## src/rtl/fifo_mem_sync.sv

```systemverilog
// Single-clock FIFO storage array: lane-masked synchronous write, registered read with optional
// second output stage and selectable read-during-write forwarding. Parity via FIFO_MEM_PARITY_EN.
module fifo_mem_sync #(
    parameter int DATA_WIDTH = 8,
    parameter int ADDR_SIZE  = 3,
    parameter int LANE_WIDTH = 8,
    parameter int OUT_REG    = 0,
    parameter int BYPASS     = 1
) (
    input  logic                               clk,
    input  logic                               rst,
    input  logic                               w_en,
    input  logic [ADDR_SIZE-1:0]               w_addr,
    input  logic [DATA_WIDTH/LANE_WIDTH-1:0]   w_be,
    input  logic [DATA_WIDTH-1:0]              data,
    input  logic                               r_en,
    input  logic [ADDR_SIZE-1:0]               r_addr,
    output logic [DATA_WIDTH-1:0]              out,
    output logic                               r_valid
`ifdef FIFO_MEM_PARITY_EN
    ,
    output logic                               parity_err,
    input  logic [DATA_WIDTH/LANE_WIDTH-1:0]   w_par_flip
`endif
);

    localparam int NUM_LANES = DATA_WIDTH / LANE_WIDTH;
    localparam int DEPTH     = 1 << ADDR_SIZE;

    // r_en is a request without backpressure: each accepted request yields exactly one
    // r_valid pulse, and out carries that request's data in the same cycle as the pulse.
    logic [DATA_WIDTH-1:0] mem_q [DEPTH];
    logic [DATA_WIDTH-1:0] rd_word;
    logic                  fwd_hit;
    logic                  s1_valid_d, s1_valid_q;
    logic [DATA_WIDTH-1:0] s1_data_d, s1_data_q;

    assign fwd_hit = w_en && (w_addr == r_addr) && (BYPASS != 0);

    always_comb begin
        rd_word = mem_q[r_addr];
        for (int i = 0; i < NUM_LANES; i++) begin
            if (fwd_hit && w_be[i]) begin
                rd_word[i*LANE_WIDTH +: LANE_WIDTH] = data[i*LANE_WIDTH +: LANE_WIDTH];
            end
        end
    end

    always_comb begin
        s1_valid_d = r_en;
        s1_data_d  = r_en ? rd_word : s1_data_q;
    end

    always_ff @(posedge clk) begin
        if (!rst && w_en) begin
            for (int i = 0; i < NUM_LANES; i++) begin
                if (w_be[i]) begin
                    mem_q[w_addr][i*LANE_WIDTH +: LANE_WIDTH] <= data[i*LANE_WIDTH +: LANE_WIDTH];
                end
            end
        end
    end

    always_ff @(posedge clk) begin
        if (rst) begin
            s1_valid_q <= 1'b0;
            s1_data_q  <= '0;
        end else begin
            s1_valid_q <= s1_valid_d;
            s1_data_q  <= s1_data_d;
        end
    end

`ifdef FIFO_MEM_PARITY_EN
    // Stored bit is lane parity XOR flip, so a flipped lane mismatches on every later read.
    logic [NUM_LANES-1:0] par_q [DEPTH];
    logic [NUM_LANES-1:0] wr_par, rd_par, rd_chk;
    logic                 s1_perr_d, s1_perr_q;

    always_comb begin
        rd_par = par_q[r_addr];
        for (int i = 0; i < NUM_LANES; i++) begin
            wr_par[i] = (^data[i*LANE_WIDTH +: LANE_WIDTH]) ^ w_par_flip[i];
            rd_chk[i] = ^rd_word[i*LANE_WIDTH +: LANE_WIDTH];
            if (fwd_hit && w_be[i]) begin
                rd_par[i] = wr_par[i];
            end
        end
        s1_perr_d = r_en && (rd_chk != rd_par);
    end

    always_ff @(posedge clk) begin
        if (!rst && w_en) begin
            for (int i = 0; i < NUM_LANES; i++) begin
                if (w_be[i]) begin
                    par_q[w_addr][i] <= wr_par[i];
                end
            end
        end
    end

    always_ff @(posedge clk) begin
        if (rst) begin
            s1_perr_q <= 1'b0;
        end else begin
            s1_perr_q <= s1_perr_d;
        end
    end
`endif

    if (OUT_REG != 0) begin : g_out_reg
        logic                  s2_valid_d, s2_valid_q;
        logic [DATA_WIDTH-1:0] s2_data_d, s2_data_q;

        always_comb begin
            s2_valid_d = s1_valid_q;
            s2_data_d  = s1_data_q;
        end

        always_ff @(posedge clk) begin
            if (rst) begin
                s2_valid_q <= 1'b0;
                s2_data_q  <= '0;
            end else begin
                s2_valid_q <= s2_valid_d;
                s2_data_q  <= s2_data_d;
            end
        end

        assign out     = s2_data_q;
        assign r_valid = s2_valid_q;

`ifdef FIFO_MEM_PARITY_EN
        logic s2_perr_d, s2_perr_q;

        always_comb s2_perr_d = s1_perr_q;

        always_ff @(posedge clk) begin
            if (rst) begin
                s2_perr_q <= 1'b0;
            end else begin
                s2_perr_q <= s2_perr_d;
            end
        end

        assign parity_err = s2_perr_q;
`endif
    end else begin : g_no_out_reg
        assign out     = s1_data_q;
        assign r_valid = s1_valid_q;
`ifdef FIFO_MEM_PARITY_EN
        assign parity_err = s1_perr_q;
`endif
    end

endmodule

```

## config.mk

```make
export PLATFORM = sky130hd
export DESIGN_NAME = fifo_mem_sync
export DESIGN_NICKNAME = d
export VERILOG_FILES = /design/src/rtl/fifo_mem_sync.sv
export SDC_FILE = /design/constraint.sdc
export NUM_CORES = 1
export LEC_CHECK = 0
export BUFFER_PORTS_ARGS = -buffer_cell sky130_fd_sc_hd__buf_2
export CELL_PAD_IN_SITES_DETAIL_PLACEMENT = 1
export CELL_PAD_IN_SITES_GLOBAL_PLACEMENT = 1
export CORE_MARGIN = 2
export CORE_UTILIZATION = 50
export CTS_CLUSTER_SIZE = 12
export DETAILED_ROUTE_END_ITERATION = 6
export PLACE_DENSITY_LB_ADDON = 0.05
export SLEW_MARGIN = 25
export SYNTH_ARGS = -nofsm -noshare
export SYNTH_HDL_FRONTEND = slang
export SYNTH_SLANG_ARGS = --single-unit
```

## constraint.sdc

```tcl
create_clock -name clk -period 1.95 [get_ports clk]
set_input_delay 0 -clock clk [delete_from_list [all_inputs] [get_ports clk]]
set_output_delay 0 -clock clk [all_outputs]
set_load 0.01 [all_outputs]
```

* Yosys cells after proc, flatten, opt, wreduce, memory -nomap -nowiden
Memories as Yosys holds them, arrays and structs flattened. A register that Yosys moved wholly into a read port is not among the register bits.
Index checks and enable logic that the tools add are counted.
** Word-level totals
- Flip-flop bits (word level) :: 1
- Memory bits (writable) :: 64
- Memories kept :: 1
** Memory list
- mem_q :: depth 8, bits a word 8, read ports 1, clocked after Yosys merged registers in 1, write ports 1, RTL line 32 : logic [DATA_WIDTH-1:0] mem_q [DEPTH];
** Cells by class
- Multiplexer cells :: 3
- Reduce and logical (&&, ||, !) cells :: 2
** Operators with widths (number)
- 1-bit 2-to-1 mux :: 3
- 1-bit logical AND :: 1
- 1-bit zero test :: 1

* Depth between registers and ports, before layout
- Word-level depth :: 4
- Depth in mapped cells :: 6
- Mapped depth without buffers :: 4

* Worst setup path after synthesis
No wires, ideal clock.
- Kind :: input -> register
- Start :: in w_be
- End :: mem mem_q[0][0] (enable)
- Setup time :: 0.383 ns
- Arrival :: 1.043 ns
- Data required time :: 1.567 ns
- Setup slack :: 0.524 ns
- Stages on the path :: 3
- Buffers on the path :: 0
- Path through :: nand2_1 > or3_1 > nor3_1
** On the way
- Cells in the longest elaborated chain, start to end :: 3
** RTL lines
- start: declaration :: RTL line 14 : input logic [DATA_WIDTH/LANE_WIDTH-1:0] w_be,
- 1-bit 2-to-1 mux :: RTL line 57 : if (w_be[i]) begin
- 1-bit 2-to-1 mux :: RTL line 55 : if (!rst && w_en) begin
- 1-bit 2-to-1 mux (implied by the code) :: RTL line 58 : mem_q[w_addr][i*LANE_WIDTH +: LANE_WIDTH] <= data[i*LANE_WIDTH +: LANE_WIDTH];
- end: declaration :: RTL line 32
Every way passes these cells.

* Worst setup path after layout
- Start :: in rst
- End :: mem mem_q[0][7] (enable)
** On the way
- Cells in the longest elaborated chain, start to end :: 4
** RTL lines
- start: declaration :: RTL line 11 : input logic rst,
- 1-bit zero test :: RTL line 55
- 1-bit logical AND :: RTL line 55
- 1-bit 2-to-1 mux :: RTL line 55
- 1-bit 2-to-1 mux (implied by the code) :: RTL line 58
Every way passes these cells.

==> metrics.md <==
| Metric | Value |
|---|---|
| Status | `finished, final reports clean` |
| Setup TNS | `0 ns` |
| RePlAce Congestion | `0.772` |
| CP startpoint kind | `input pin` |
| Mapped Area | `0.00286 mm^2` |
| CTS tree | `built` |
| CTS HTree Levels | `3` |
| CTS clock-pin slew for the worst setup and hold paths | `0.07 ns` |
| DR vias | `1523` |
| Starting Density | `52.0%` |
| Dpl hpwl | `4030 um` |
| Unrepaired setup endpoints after global routing | `no` |
| Cell Count Post-Placement | `256` |
| Vias per cell | `5.40` |
| Layout Cells excl Fill | `282` |
| Setup Skew | `0.00621 ns` |
| Worst-path cell chain | `dlygate4sd3_1, buf_2, or3_1, nor3_1, buf_4` |
| Final setup violation count | `0` |
| Crit path time final | `1.61 ns` |
| TritonRoute pass-1 iters | `4` |
| N_diodes | `0` |
| Register area share after synthesis | `73.4%` |
| IO Count | `28` |
| Internal power | `0.00254 W` |
| Flop pwr share | `54.6%` |
| CTS Sinks | `73` |
| Slowest cell on crit path | `dlygate4sd3_1` |
| Antenna-violating nets left | `0` |
| Util after Layout | `63.6%` |
| Total power | `0.00318 W` |
| Peak VDD IR | `0.789 mV` |
| Initial DRC Count | `77` |
| Core area | `0.00551 mm^2` |
| Number of synthesized flops with an enable pin | `64` |
| Clk Latency, worst-skew pair | `0.34 ns` |
| Asr flop ratio synth | `0%` |
| FF+latch count, synth | `73` |
| PortBufs | `27` |
| Fraction of synthesized cell area taken by the top area cell type | `67.1%` |
| Tcrit/Tclk final | `82.6%` |
| CP max FO | `6` |
| Global-route wire length before repair | `8790 um` |
| Tot GR Track Use | `20.1%` |
| Crit path kind | `in -> reg` |
| Synthesis Warnings | `0` |
| Worst Path Required | `2.00 ns` |
| Most common library cells after synthesis | `edfxtp_1 (64), mux4_2 (10), dfxtp_1 (9)` |
| Comb pwr share | `6.5%` |
| Final Hold Fails | `0` |
| Most used DFF post-synth | `edfxtp_1` |
| Most frequent cell after synthesis | `edfxtp_1` |
| Synth area leader | `edfxtp_1` |
| Post_cts resized | `0` |
| Vias in the first global route | `1660` |
| Die Y-Extent | `79.7 um` |
| Clock power share | `38.9%` |
| Pwr Density | `908 mW/mm^2` |
| Initial antenna violation count | `0` |
| Sw Share | `20.1%` |
| Synth Area per Inst | `20.0 um^2` |
| Die area | `0.00635 mm^2` |
| Top cells by area, synth | `edfxtp_1 (67%), mux4_2 (7.9%), dfxtp_1 (6.3%)` |
| Die width | `79.7 um` |
| Number of buffers created by CTS | `9` |
| Register area | `0.00210 mm^2` |
| Largest net degree at the start of global routing | `14` |
| CTS Root Cell | `clkbuf_8` |
| Final Max Slew Viols | `0` |
| DR DRC count | `0` |
| F_max | `621 MHz` |
| Layout area overhead | `22.3%` |
| Relative slew slack | `70.8%` |
| Sw power | `0.000641 W` |
| Fill count | `479` |
| Distinct cells, synth | `22` |
| Syn Inst Count | `143` |
| Multi-input combinational cell area | `702 um^2` |
| Share of cells above drive strength 1 | `34.3%` |
| Max cap viols | `0` |
| Nets@finish | `224` |
| HP Class | `in -> reg` |
| Slew @ Worst Pin | `0.436 ns` |
| Routed len/inst | `20.2 um` |
| Final WL | `5700 um` |
| Cell Rows | `27` |
| Post-CTS setup buffer count | `0` |
| Worst setup EP type | `flip-flop` |
| Worst Path Arrival | `1.66 ns` |
| Total gr overflow | `0` |
| Leakage power | `1.26 nW` |
| Mapped Nets | `162` |
| Crit-path max cell delay | `0.54 ns` |
| Clock buffer depth | `2` |
final cells by class:
cell class,instances,share of cell area [%]
repair buffers,57,11.4
clock inverters,6,2.39
multi-input cells,64,20.0
well taps,72,2.57
clock buffers,10,3.64
flip-flops and latches,73,60.0
per-stage QoR:
stage	setup slack, ns	hold slack (ns)	cell area (um^2)
2_1_floorplan	0.524	0.0934	2860
3_3_place_gp	0.567	0.267	3190
3_5_place_dp	0.550	0.278	3190
4_1_cts	0.381	0.196	3500
5_1_grt	0.290	0.229	3500
6_report	0.339	0.212	3500
state kept, by name, indices dropped and copies added, names as in the netlist:
register and flops:
mem_q 64, out 8, r_valid 1
path summary, 6_finish.rpt:
kind	to	start	slack, ns	cells after the start
setup reg to reg	out[0]	mem_q[6][0]	0.71	3
hold / removal	mem_q[3][1]	w_addr[1]	0.21	3
setup / recovery	mem_q[0][7]	rst	0.34	5
hold reg to reg	out[2]	out[2]	0.51	2
cell families (layout without fill, tap and decap cells):
group / Yosys count / in the layout / share of synthesized area [%]
XOR/XNOR: 3 / 3 / 0.918
multiplexers: 24 / 24 / 16.2
AND/OR/NAND/NOR: 20 / 20 / 3.50
AO/OA/AOI/OAI: 17 / 17 / 3.93
flip-flops: 73 / 73 / 73.4
buffers and inverters: 6 / 73 / 2.10
critical path, delay by kind of cell:
family	cells	cell delay, ns
buffers and inverters	3	0.92
AND/OR/NAND/NOR	2	0.74
routing by layer:
layer  part of all wire [%]  wire [um]  vias up  GRT usage [%]
li1                       -          -      717              -
met1                     42       2380      763           23.9
met2                     53       3000       32           34.9
met3                    3.7        212       11           4.30
met4                    1.8        102        0           9.31
met5                      0          0        -              0
cells in the final DEF, fill, tap and decap left out, types with 8 or more instances in the layout:
cell / netlist / layout
o21ai_1: 8 / 8
nor2_1: 8 / 8
clkbuf_8: 0 / 9
dfxtp_1: 9 / 9
a22oi_1: 8 / 8
edfxtp_1: 64 / 64
buf_2: 2 / 27
mux4_2: 10 / 10
dlygate4sd3_1: 0 / 10
mux2i_1: 8 / 8
buf_4: 1 / 19
power by group through the flow:
stage                     Sequential (W)  Clock (W)  Combinational, W
final                            0.00174    0.00124          0.000207
after global routing             0.00174    0.00131          0.000226
after CTS                        0.00174    0.00127          0.000209
after detailed placement         0.00177          0          0.000194
after global placement           0.00177          0          0.000186
after floorplan                  0.00178          0          0.000103
repair_timing:
| item | CTS | global route |
|---|---|---|
| hold endpoints to repair | 67 | 0 |
| setup endpoints to repair | 0 | 0 |
| hold buffers | 10 | 0 |
(Power assumes the default switching activity.)
